### src/rtl/alu_pkg.sv
// -----------------------------------------------------------------------------
// alu_pkg
// Shared definitions for the sequential ALU:
//   - 4-bit opcode constants
//   - FSM state enumeration for the start/busy/done controller
//   - is_iterative(): true for opcodes handled by the multi-cycle unit
// -----------------------------------------------------------------------------
package alu_pkg;

   typedef logic [3:0] opcode_t;

   localparam opcode_t OP_AND   = 4'b0000;
   localparam opcode_t OP_OR    = 4'b0001;
   localparam opcode_t OP_ADD   = 4'b0010;
   localparam opcode_t OP_SUB   = 4'b0110;
   localparam opcode_t OP_SLT   = 4'b0111;
   localparam opcode_t OP_SLTU  = 4'b1000;
   localparam opcode_t OP_MULTU = 4'b1001;
   localparam opcode_t OP_DIVU  = 4'b1010;
   localparam opcode_t OP_NOR   = 4'b1100;

   typedef enum logic {
      ST_IDLE = 1'b0,
      ST_RUN  = 1'b1
   } state_t;

   // Opcodes that take the one-bit-per-clock path. A DIVU with a zero
   // divisor is still classified here; the controller short-circuits it.
   function automatic logic is_iterative(input opcode_t op);
      return (op == OP_MULTU) || (op == OP_DIVU);
   endfunction

endpackage

### src/rtl/mdu_iter.sv
// -----------------------------------------------------------------------------
// mdu_iter
// Iterative unsigned multiply / divide datapath, one bit per clock.
//   MULTU: shift-add, LSB first, on the {acc_hi, acc_lo} accumulator
//          (acc_lo starts as the multiplier and is shifted out right).
//   DIVU : restoring shift-subtract, MSB first; acc_hi is the partial
//          remainder, acc_lo starts as the dividend and collects quotient bits.
// Ports:
//   clk, reset      clock, async active-high reset
//   load            latch op/a/b, clear accumulator, counter <= WIDTH
//   step            perform one iteration (counter decrements)
//   op, a, b        operation and operands, sampled on load
//   last            counter == 1: the coming step is the final one
//   nxt_hi, nxt_lo  accumulator value after the current step; the owner
//                   registers these on the final step to obtain the result
// -----------------------------------------------------------------------------
module mdu_iter
   import alu_pkg::*;
#(
   parameter int WIDTH = 32
) (
   input  logic             clk,
   input  logic             reset,
   input  logic             load,
   input  logic             step,
   input  opcode_t          op,
   input  logic [WIDTH-1:0] a,
   input  logic [WIDTH-1:0] b,
   output logic             last,
   output logic [WIDTH-1:0] nxt_hi,
   output logic [WIDTH-1:0] nxt_lo
);

   localparam int CW = $clog2(WIDTH + 1);

   logic [WIDTH-1:0] acc_hi;
   logic [WIDTH-1:0] acc_lo;
   logic [WIDTH-1:0] opnd;     // multiplicand or divisor
   logic [CW-1:0]    cnt;
   logic             is_div;

   logic [WIDTH:0]   sum;      // multiply: hi half plus multiplicand, with carry
   logic [WIDTH:0]   shifted;  // divide: remainder shifted left, next dividend bit in
   logic [WIDTH:0]   diff;     // divide: trial subtraction, diff[WIDTH] = borrow

   // NOTE: every combinational output gets a default before any branch, so no
   // path leaves a value unassigned and no latch is inferred.
   always_comb begin
      nxt_hi  = acc_hi;
      nxt_lo  = acc_lo;
      sum     = '0;
      shifted = '0;
      diff    = '0;
      if (is_div) begin
         shifted = {acc_hi, acc_lo[WIDTH-1]};
         diff    = shifted - {1'b0, opnd};
         // Partial remainder is always below the divisor, so shifted fits in
         // WIDTH+1 bits and the borrow alone decides restore vs. keep.
         if (!diff[WIDTH]) begin
            nxt_hi = diff[WIDTH-1:0];
            nxt_lo = {acc_lo[WIDTH-2:0], 1'b1};
         end else begin
            nxt_hi = shifted[WIDTH-1:0];
            nxt_lo = {acc_lo[WIDTH-2:0], 1'b0};
         end
      end else begin
         sum    = {1'b0, acc_hi} + (acc_lo[0] ? {1'b0, opnd} : '0);
         nxt_hi = sum[WIDTH:1];
         nxt_lo = {sum[0], acc_lo[WIDTH-1:1]};
      end
   end

   assign last = (cnt == CW'(1));

   // NOTE: state registers use non-blocking assignments so every register
   // samples pre-edge values regardless of statement order.
   always_ff @(posedge clk or posedge reset) begin
      if (reset) begin
         acc_hi <= '0;
         acc_lo <= '0;
         opnd   <= '0;
         cnt    <= '0;
         is_div <= 1'b0;
      end else if (load) begin
         acc_hi <= '0;
         acc_lo <= a;
         opnd   <= b;
         cnt    <= CW'(WIDTH);
         is_div <= (op == OP_DIVU);
      end else if (step && (cnt != '0)) begin
         acc_hi <= nxt_hi;
         acc_lo <= nxt_lo;
         cnt    <= cnt - CW'(1);
      end
   end

endmodule

### src/rtl/seq_alu.sv
// -----------------------------------------------------------------------------
// seq_alu
// Registered ALU with start/busy/done handshake. Single-cycle logic and
// arithmetic ops finish one edge after start; MULTU and DIVU run for WIDTH
// edges in mdu_iter and return a double-width result on result_hi/result_lo.
// Ports:
//   clk, reset            clock, async active-high reset
//   start, op, a, b       request and operands, sampled while busy = 0
//   result_lo             result / product low half / quotient
//   result_hi             product high half / remainder, 0 for single-cycle ops
//   zero                  result_lo == 0, registered with the result
//   busy                  iterative op in progress
//   done                  one-cycle completion pulse
// -----------------------------------------------------------------------------
module seq_alu
   import alu_pkg::*;
#(
   parameter int WIDTH = 32
) (
   input  logic             clk,
   input  logic             reset,
   input  logic             start,
   input  logic [3:0]       op,
   input  logic [WIDTH-1:0] a,
   input  logic [WIDTH-1:0] b,
   output logic [WIDTH-1:0] result_lo,
   output logic [WIDTH-1:0] result_hi,
   output logic             zero,
   output logic             busy,
   output logic             done
);

   state_t state, nstate;

   logic             mdu_load;
   logic             mdu_step;
   logic             mdu_last;
   logic [WIDTH-1:0] mdu_hi;
   logic [WIDTH-1:0] mdu_lo;

   logic             wr_single;
   logic             wr_iter;
   logic [WIDTH-1:0] alu_lo;
   logic [WIDTH-1:0] alu_hi;

   mdu_iter #(.WIDTH(WIDTH)) u_mdu (
      .clk    (clk),
      .reset  (reset),
      .load   (mdu_load),
      .step   (mdu_step),
      .op     (op),
      .a      (a),
      .b      (b),
      .last   (mdu_last),
      .nxt_hi (mdu_hi),
      .nxt_lo (mdu_lo)
   );

   // Single-cycle result. DIVU lands here only with a zero divisor.
   always_comb begin
      alu_lo = '0;
      alu_hi = '0;
      case (op)
         OP_AND:  alu_lo = a & b;
         OP_OR:   alu_lo = a | b;
         OP_ADD:  alu_lo = a + b;
         OP_SUB:  alu_lo = a - b;
         OP_NOR:  alu_lo = ~(a | b);
         OP_SLT:  alu_lo = {{(WIDTH-1){1'b0}}, ($signed(a) < $signed(b))};
         OP_SLTU: alu_lo = {{(WIDTH-1){1'b0}}, (a < b)};
         OP_DIVU: begin
            alu_lo = '1;
            alu_hi = a;
         end
         default: alu_lo = '0;
      endcase
   end

   always_ff @(posedge clk or posedge reset) begin
      if (reset) state <= ST_IDLE;
      else       state <= nstate;
   end

   always_comb begin
      nstate    = state;
      mdu_load  = 1'b0;
      mdu_step  = 1'b0;
      wr_single = 1'b0;
      wr_iter   = 1'b0;
      case (state)
         ST_IDLE: begin
            if (start) begin
               if (is_iterative(op) && !((op == OP_DIVU) && (b == '0))) begin
                  mdu_load = 1'b1;
                  nstate   = ST_RUN;
               end else begin
                  wr_single = 1'b1;
               end
            end
         end
         ST_RUN: begin
            mdu_step = 1'b1;
            if (mdu_last) begin
               wr_iter = 1'b1;
               nstate  = ST_IDLE;
            end
         end
         default: nstate = ST_IDLE;
      endcase
   end

   // busy comes straight from the state register, so it carries no
   // combinational path from the inputs.
   assign busy = (state == ST_RUN);

   always_ff @(posedge clk or posedge reset) begin
      if (reset) begin
         result_lo <= '0;
         result_hi <= '0;
         zero      <= 1'b1;
         done      <= 1'b0;
      end else begin
         done <= wr_single | wr_iter;
         if (wr_single) begin
            result_lo <= alu_lo;
            result_hi <= alu_hi;
            zero      <= (alu_lo == '0);
         end else if (wr_iter) begin
            result_lo <= mdu_lo;
            result_hi <= mdu_hi;
            zero      <= (mdu_lo == '0);
         end
      end
   end

endmodule
### config.mk
export PLATFORM = sky130hd
export DESIGN_NAME = seq_alu
export DESIGN_NICKNAME = d
export VERILOG_FILES = /design/src/rtl/alu_pkg.sv /design/src/rtl/mdu_iter.sv /design/src/rtl/seq_alu.sv
export SDC_FILE = /design/constraint.sdc
export NUM_CORES = 1
export LEC_CHECK = 0
export CAP_MARGIN = 20
export CORE_MARGIN = 2
export CORE_UTILIZATION = 60
export DETAILED_ROUTE_END_ITERATION = 10
export HOLD_SLACK_MARGIN = 0.15
export PLACE_DENSITY = 0.82
export SYNTH_ARGS = -nofsm -noshare
export SYNTH_HDL_FRONTEND = slang
export SYNTH_SLANG_ARGS = --single-unit
### constraint.sdc
create_clock -name clk -period 19.5 [get_ports clk]
set_input_delay 5.85 -clock clk [delete_from_list [all_inputs] [get_ports clk]]
set_output_delay 5.85 -clock clk [all_outputs]
set_load 0.02 [all_outputs]
== Yosys cells after proc, flatten, opt, wreduce, memory -nomap -nowiden ==
Index checks and enable logic that the tools add are counted.
Storage, ports and cells
  bits in registers: 170
  bits in latches: 0
  bits in writable memories: 0
  bits in read-only memories: 0
  input bits: 71
  output and inout bits: 67
  word-level logic and storage cells: 73
  memories: 0
Operators by class
  $add $sub $neg: 5
  $mul: 0
  div/mod/pow operators: 0
  $lt $le $gt $ge: 2
  eq/ne operators: 9
  shifts and indexed selects: 0
  muxes and demuxes: 30
  bitwise gates (word level): 5
  reduce and logical (&&, ||, !) cells: 12
Operators with widths (number)
  $mux W32: 13
  $pmux W32 S8: 1
  $logic_not A32 Y1: 3
  $lt A32 B32 Y1: 2
  $add A32 B33 Y33: 1
  $sub A33 B32 Y33: 1
  $add A32 B32 Y32: 1
  $and A32 B32 Y32: 1
  $not A32 Y32: 1
  $or A32 B32 Y32: 1
  $sub A32 B32 Y32: 1
  $eq A4 B4 Y1 const B: 4
  $mux W1: 13
  $mux W6: 2
  $eq A4 B3 Y1 const B: 2
  $eq A6 B1 Y1 const B: 1
  $reduce_bool A6 Y1: 1
  $sub A6 B1 Y6 const B: 1
  $eq A4 B1 Y1 const B: 1
  $eq A4 B2 Y1 const B: 1
  $logic_not A4 Y1: 1
  $reduce_bool A2 Y1: 2
  $logic_and A1 B1 Y1: 3
  $pmux W1 S2: 1
  other kinds (4): 4

== Depth between registers and ports, before layout ==
  depth after elaboration: 8
  depth in mapped cells: 17
  gate-level depth less buffers: 15

== Modules after synthesis ==
From an unflattened synthesis, not the netlist that was laid out.
Second synthesis, totals
  cells, all modules: 2365
  area, all modules: 18205.0 um2
By module, submodules not included
  seq_alu: instances 1, cells an instance 1270, area an instance 9286.4 um2, sequential area each 1677.9 um2
  mdu_iter: instances 1, cells an instance 1095, area an instance 8918.6 um2, sequential area each 2577.5 um2

== Least setup slack after synthesis ==
OpenSTA, ideal clock, no wires.
  kind: input to register
  start point: in a[5]
  end point: reg zero
  setup time: 0.097 ns
  data arrival time: 8.857 ns
  data required time: 19.403 ns
  setup slack: 10.546 ns
  cell stages on the path: 14
  buffers on the path: 1
  path through: inv_1 ha_1 buf_6 nor2_2 a221o_1 or4b_4 a31o_1 a311oi_2 o41ai_1 a21o_1 a221o_1 a21oi_1 nand4_1 o41ai_2
On the way
  word-level cells in the longest chain between the ends: 5
  elaborated cells on any way between the ends: 10
  classes of those cells: add/sub: 2; order compare: 2; mux: 2; bitwise: 3; reduce/logical: 1
RTL lines
  start, declared: line seq_alu.sv:24  | input logic [WIDTH-1:0] a,
  parallel branches: the longest is 2 deep, another holds $sub A32 B32 Y32
  $pmux W32 S8 *: line seq_alu.sv:63  | case (op)
  $logic_not A32 Y1 *: line seq_alu.sv:127  | zero <= (alu_lo == '0);
  $mux W1 *: line seq_alu.sv:124  | if (wr_single) begin
  end signal, assigned: line seq_alu.sv:127
  end signal, assigned: line seq_alu.sv:131  | zero <= (mdu_lo == '0);
  end, declared: line seq_alu.sv:28  | output logic zero,
Every way passes the cells marked *.
A chain may end at the register's enable or synchronous reset.

== Final worst setup path ==
  start point: in b[0]
  end point: reg zero
On the way
  word-level cells in the longest chain between the ends: 8
  elaborated cells on any way between the ends: 18
  classes of those cells: add/sub: 2; order compare: 2; mux: 5; bitwise: 3; reduce/logical: 6
RTL lines
  start, declared: line seq_alu.sv:25  | input logic [WIDTH-1:0] b,
  parallel branches: the longest is 8 deep, another holds $sub A32 B32 Y32
Several ways; the timed one is not identified.

==> flow_metrics.py <==
metrics = {
    "cts": {
        "root_buffer": "clkbuf_16",
        "tritoncts": "built",
        "clockBufferDepth": 2,
        "cts_resized": 0,
        "postCtsSetupBuffers": 0,
        "h-tree-depth": 4,
        "ctsHoldBuffers": 0,
        "clock_latency_ps": 470,
        "cts.clk_slew.worst_paths_ps": 80,
        "cts-buffers-inserted": 17,
        "clock-sinks": 170,
    },
    "cells_and_area": {
        "nFillCells": 2353,
        "fin_util_pct": 68.4,
        "layout-drive-gt1-share_pct": 4.70,
        "instances_no_fill": 2667,
        "area_growth_pct": 12.5,
        "fin_area_um2": 19600,
        "nNetsFinal": 2515,
    },
    "timing": {
        "fin_worst_skew_ps": 15.4,
        "clock.fmax_mhz": 92.6,
        "min_period_over_period_pct": 55.4,
        "fin_ws_ps": 8700,
        "maxSlewHeadroom_pct": 19.7,
        "min_period_ps": 10800,
        "tightest_slew_ps": 1190,
        "setup_tns_ps": 0,
        "finalSetupViolCount": 0,
        "rsz0062_at_grt": "false",
        "hold_viol": 0,
        "slew_violations": 0,
    },
    "grt": {
        "first_global_vias": 18000,
        "grt_usage_pct": 44.9,
        "antenna_found_initial": 6,
        "grt_pass1_wl_um": 106000,
        "grt-ovfl-total": 0,
        "grt_max_degree": 102,
    },
    "detailed_routing": {
        "wl_per_cell_um": 25.8,
        "drtPass1Iterations": 8,
        "vias": 18800,
        "drt_iter0_drc": 2461,
        "wirelength_um": 68900,
        "avgViaCountPerCell": 7.06,
        "ant_nets": 0,
        "drc_errors": 0,
    },
    "floorplanning": {
        "core_um2": 28600,
        "die_h_um": 174,
        "pin_count": 138,
        "dieArea_um2": 30400,
        "rows": 62,
        "initial_core_util_pct": 60.8,
        "die_w_um": 174,
    },
    "critical_path": {
        "r2r_slack_ps": 14320,
        "slowest_delay_ps": 940,
        "path_buf_inv": 2,
        "crit_family": "compound AO/OA/AOI/OAI gates",
        "worstReg2RegEnd": "result_hi[10]",
        "end_kind": "flop",
        "cp_cell_sequence": "clkdlybuf4s50_1 -> ha_1 -> inv_1 -> fa_1 -> nor2b_1 -> o2111ai_1 -> a21boi_0 -> nor2_1 -> nor4_1 -> o2111ai_1 -> a2111oi_0 -> nand3_1 -> nor4b_1 -> nand4_1 -> o41ai_2",
        "rr_startpoint": "u_mdu.acc_lo[31]",
        "worst_ep_arrival_time_ps": 11170,
        "cp.required_ps": 19870,
        "criticalPathCategory": "in2reg",
        "cpMaxStageDelayCell": "a2111oi_0",
        "worstSetupStartpointType": "input port",
        "worst_r2r_path_depth": 16,
        "worstPathMaxFanout": 5,
        "path_common_cell": "o2111ai_1",
    },
    "power_and_ir_drop": {
        "p_leak_nw": 8.81,
        "vdd_ir_drop_max_v": 0.000224,
        "p_per_area_nw_per_um2": 159,
    },
    "synthesis": {
        "ys_types": 85,
        "synth-main-ff-cell": "dfrtp_1",
        "netlist_top_cells_count": "nand2_1 (201), nor2_1 (185), ha_1 (174)",
        "yosysMostFrequentCell": "nand2_1",
        "ys_warn_count": 0,
        "syn-cell-area_um2": 17400,
        "synth_edf_count": 0,
        "postSynthAreaPerCell_um2": 7.83,
        "synth_top_area_share_pct": 24.3,
        "yosys_register_bits": 170,
        "syn_nets": 2469,
        "yosysSeqAreaShare_pct": 24.5,
        "syn-instance-count": 2220,
        "synth_area_leaders": "dfrtp_1 (24%), ha_1 (13%), a21oi_1 (4.7%)",
        "yosys.area.top_type": "dfrtp_1",
        "ys_async_sr_fraction_pct": 100,
    },
    "place": {
        "hpwl_um": 50200,
        "numPortBuffers": 137,
        "placed_area_um2": 18900,
        "gp_congestion": 1.03,
        "dp_slack_ps": 8330,
        "dp_cells": 2630,
    },
    "min_path": {
        "hold_path.class": "reg2reg",
        "whs_path_depth": 2,
        "hold_end": "result_lo[28]",
        "min_from": "result_lo[28]",
    },
    "status": {
        "status": "finished clean",
    },
    "run": {
        "maxCapViolations": 0,
    },
}
[tightest hold or removal path, stage by stage (launching register included)]
cell      delay (ps)
dfrtp_1          350
nand2_1           50
o221ai_1          60
[worst max-delay path by stage]
stage | startpoint | depth (start not counted) | endpoint
5_1_grt | b[0] | 15 | zero
4_1_cts | op[0] | 13 | zero
6_report | b[0] | 15 | zero
2_1_floorplan | reset | 1 | busy
3_3_place_gp | op[0] | 13 | zero
3_5_place_dp | op[0] | 13 | zero
[layout by cell type, fill, tap and decap left out, drive strengths merged, types with 21 or more instances in the layout]
cell type / instances
a21oi: 165
nor4: 31
and2: 43
inv: 170
a21o: 49
o21bai: 21
clkdlybuf4s50: 137
a221o: 54
xnor2: 39
nand2: 201
buf: 24
ha: 174
a31oi: 29
a22oi: 25
o22ai: 32
o221ai: 36
nand3: 49
mux2i: 59
o21ai: 157
nor3: 37
nor2b: 22
nor2: 186
dfrtp: 169
nand4: 24
[state kept, by name, indices dropped and copies added (netlist names), 6 cells and up]
signal / count
result_hi: 32
result_lo: 32
u_mdu.acc_hi: 32
u_mdu.acc_lo: 32
u_mdu.opnd: 32
u_mdu.cnt: 6
[layer usage]
layer | routed length (um) | share of wire, % | up-vias | GRT usage, %
li1 | - | - | 8306 | -
met1 | 26900 | 39 | 8988 | 59.0
met4 | 3560 | 5.2 | 0 | 21.6
met5 | 0 | 0 | - | 0
met3 | 8650 | 13 | 242 | 13.3
met2 | 29800 | 43 | 1282 | 67.4
[cells by family after synthesis]
| group | count (synthesis) | synth area share [%] |
|---|---|---|
| AOI/OAI and AO/OA | 774 | 30.7 |
| and+or+nand+nor | 683 | 18.8 |
| buffers and inverters | 297 | 6.61 |
| adders and majority gates | 178 | 13.0 |
| DFF | 170 | 24.5 |
| muxes | 64 | 3.72 |
| xor gates and xnor gates | 54 | 2.72 |
[through the flow]
| stage | power, mW | hold WS, ps |
|---|---|---|
| after floorplan | 2.07 | 493 |
| after global placement | 2.61 | 468 |
| after detailed placement | 2.66 | 473 |
| after CTS | 3.03 | 491 |
| after global routing | 3.29 | 511 |
| final | 3.11 | 492 |
[layout make-up]
cell class	count	area, um^2	area share, %
Sequential cell	170	4260	21.8
Antenna cell	4	10.0	0.0511
Clock inverter	13	149	0.761
Clock buffer	19	443	2.26
Multi-Input combinational cell	1753	12000	61.5
Tap cell	384	480	2.46
Timing Repair Buffer	161	1570	8.03
Inverter	163	617	3.15
[where the power goes]
part           total (mW)  switching, mW  internal [mW]
clock network       0.362          0.177          0.186
logic                2.09           1.27          0.827
registers           0.652          0.145          0.507
Power figures use the tool's default switching activity.
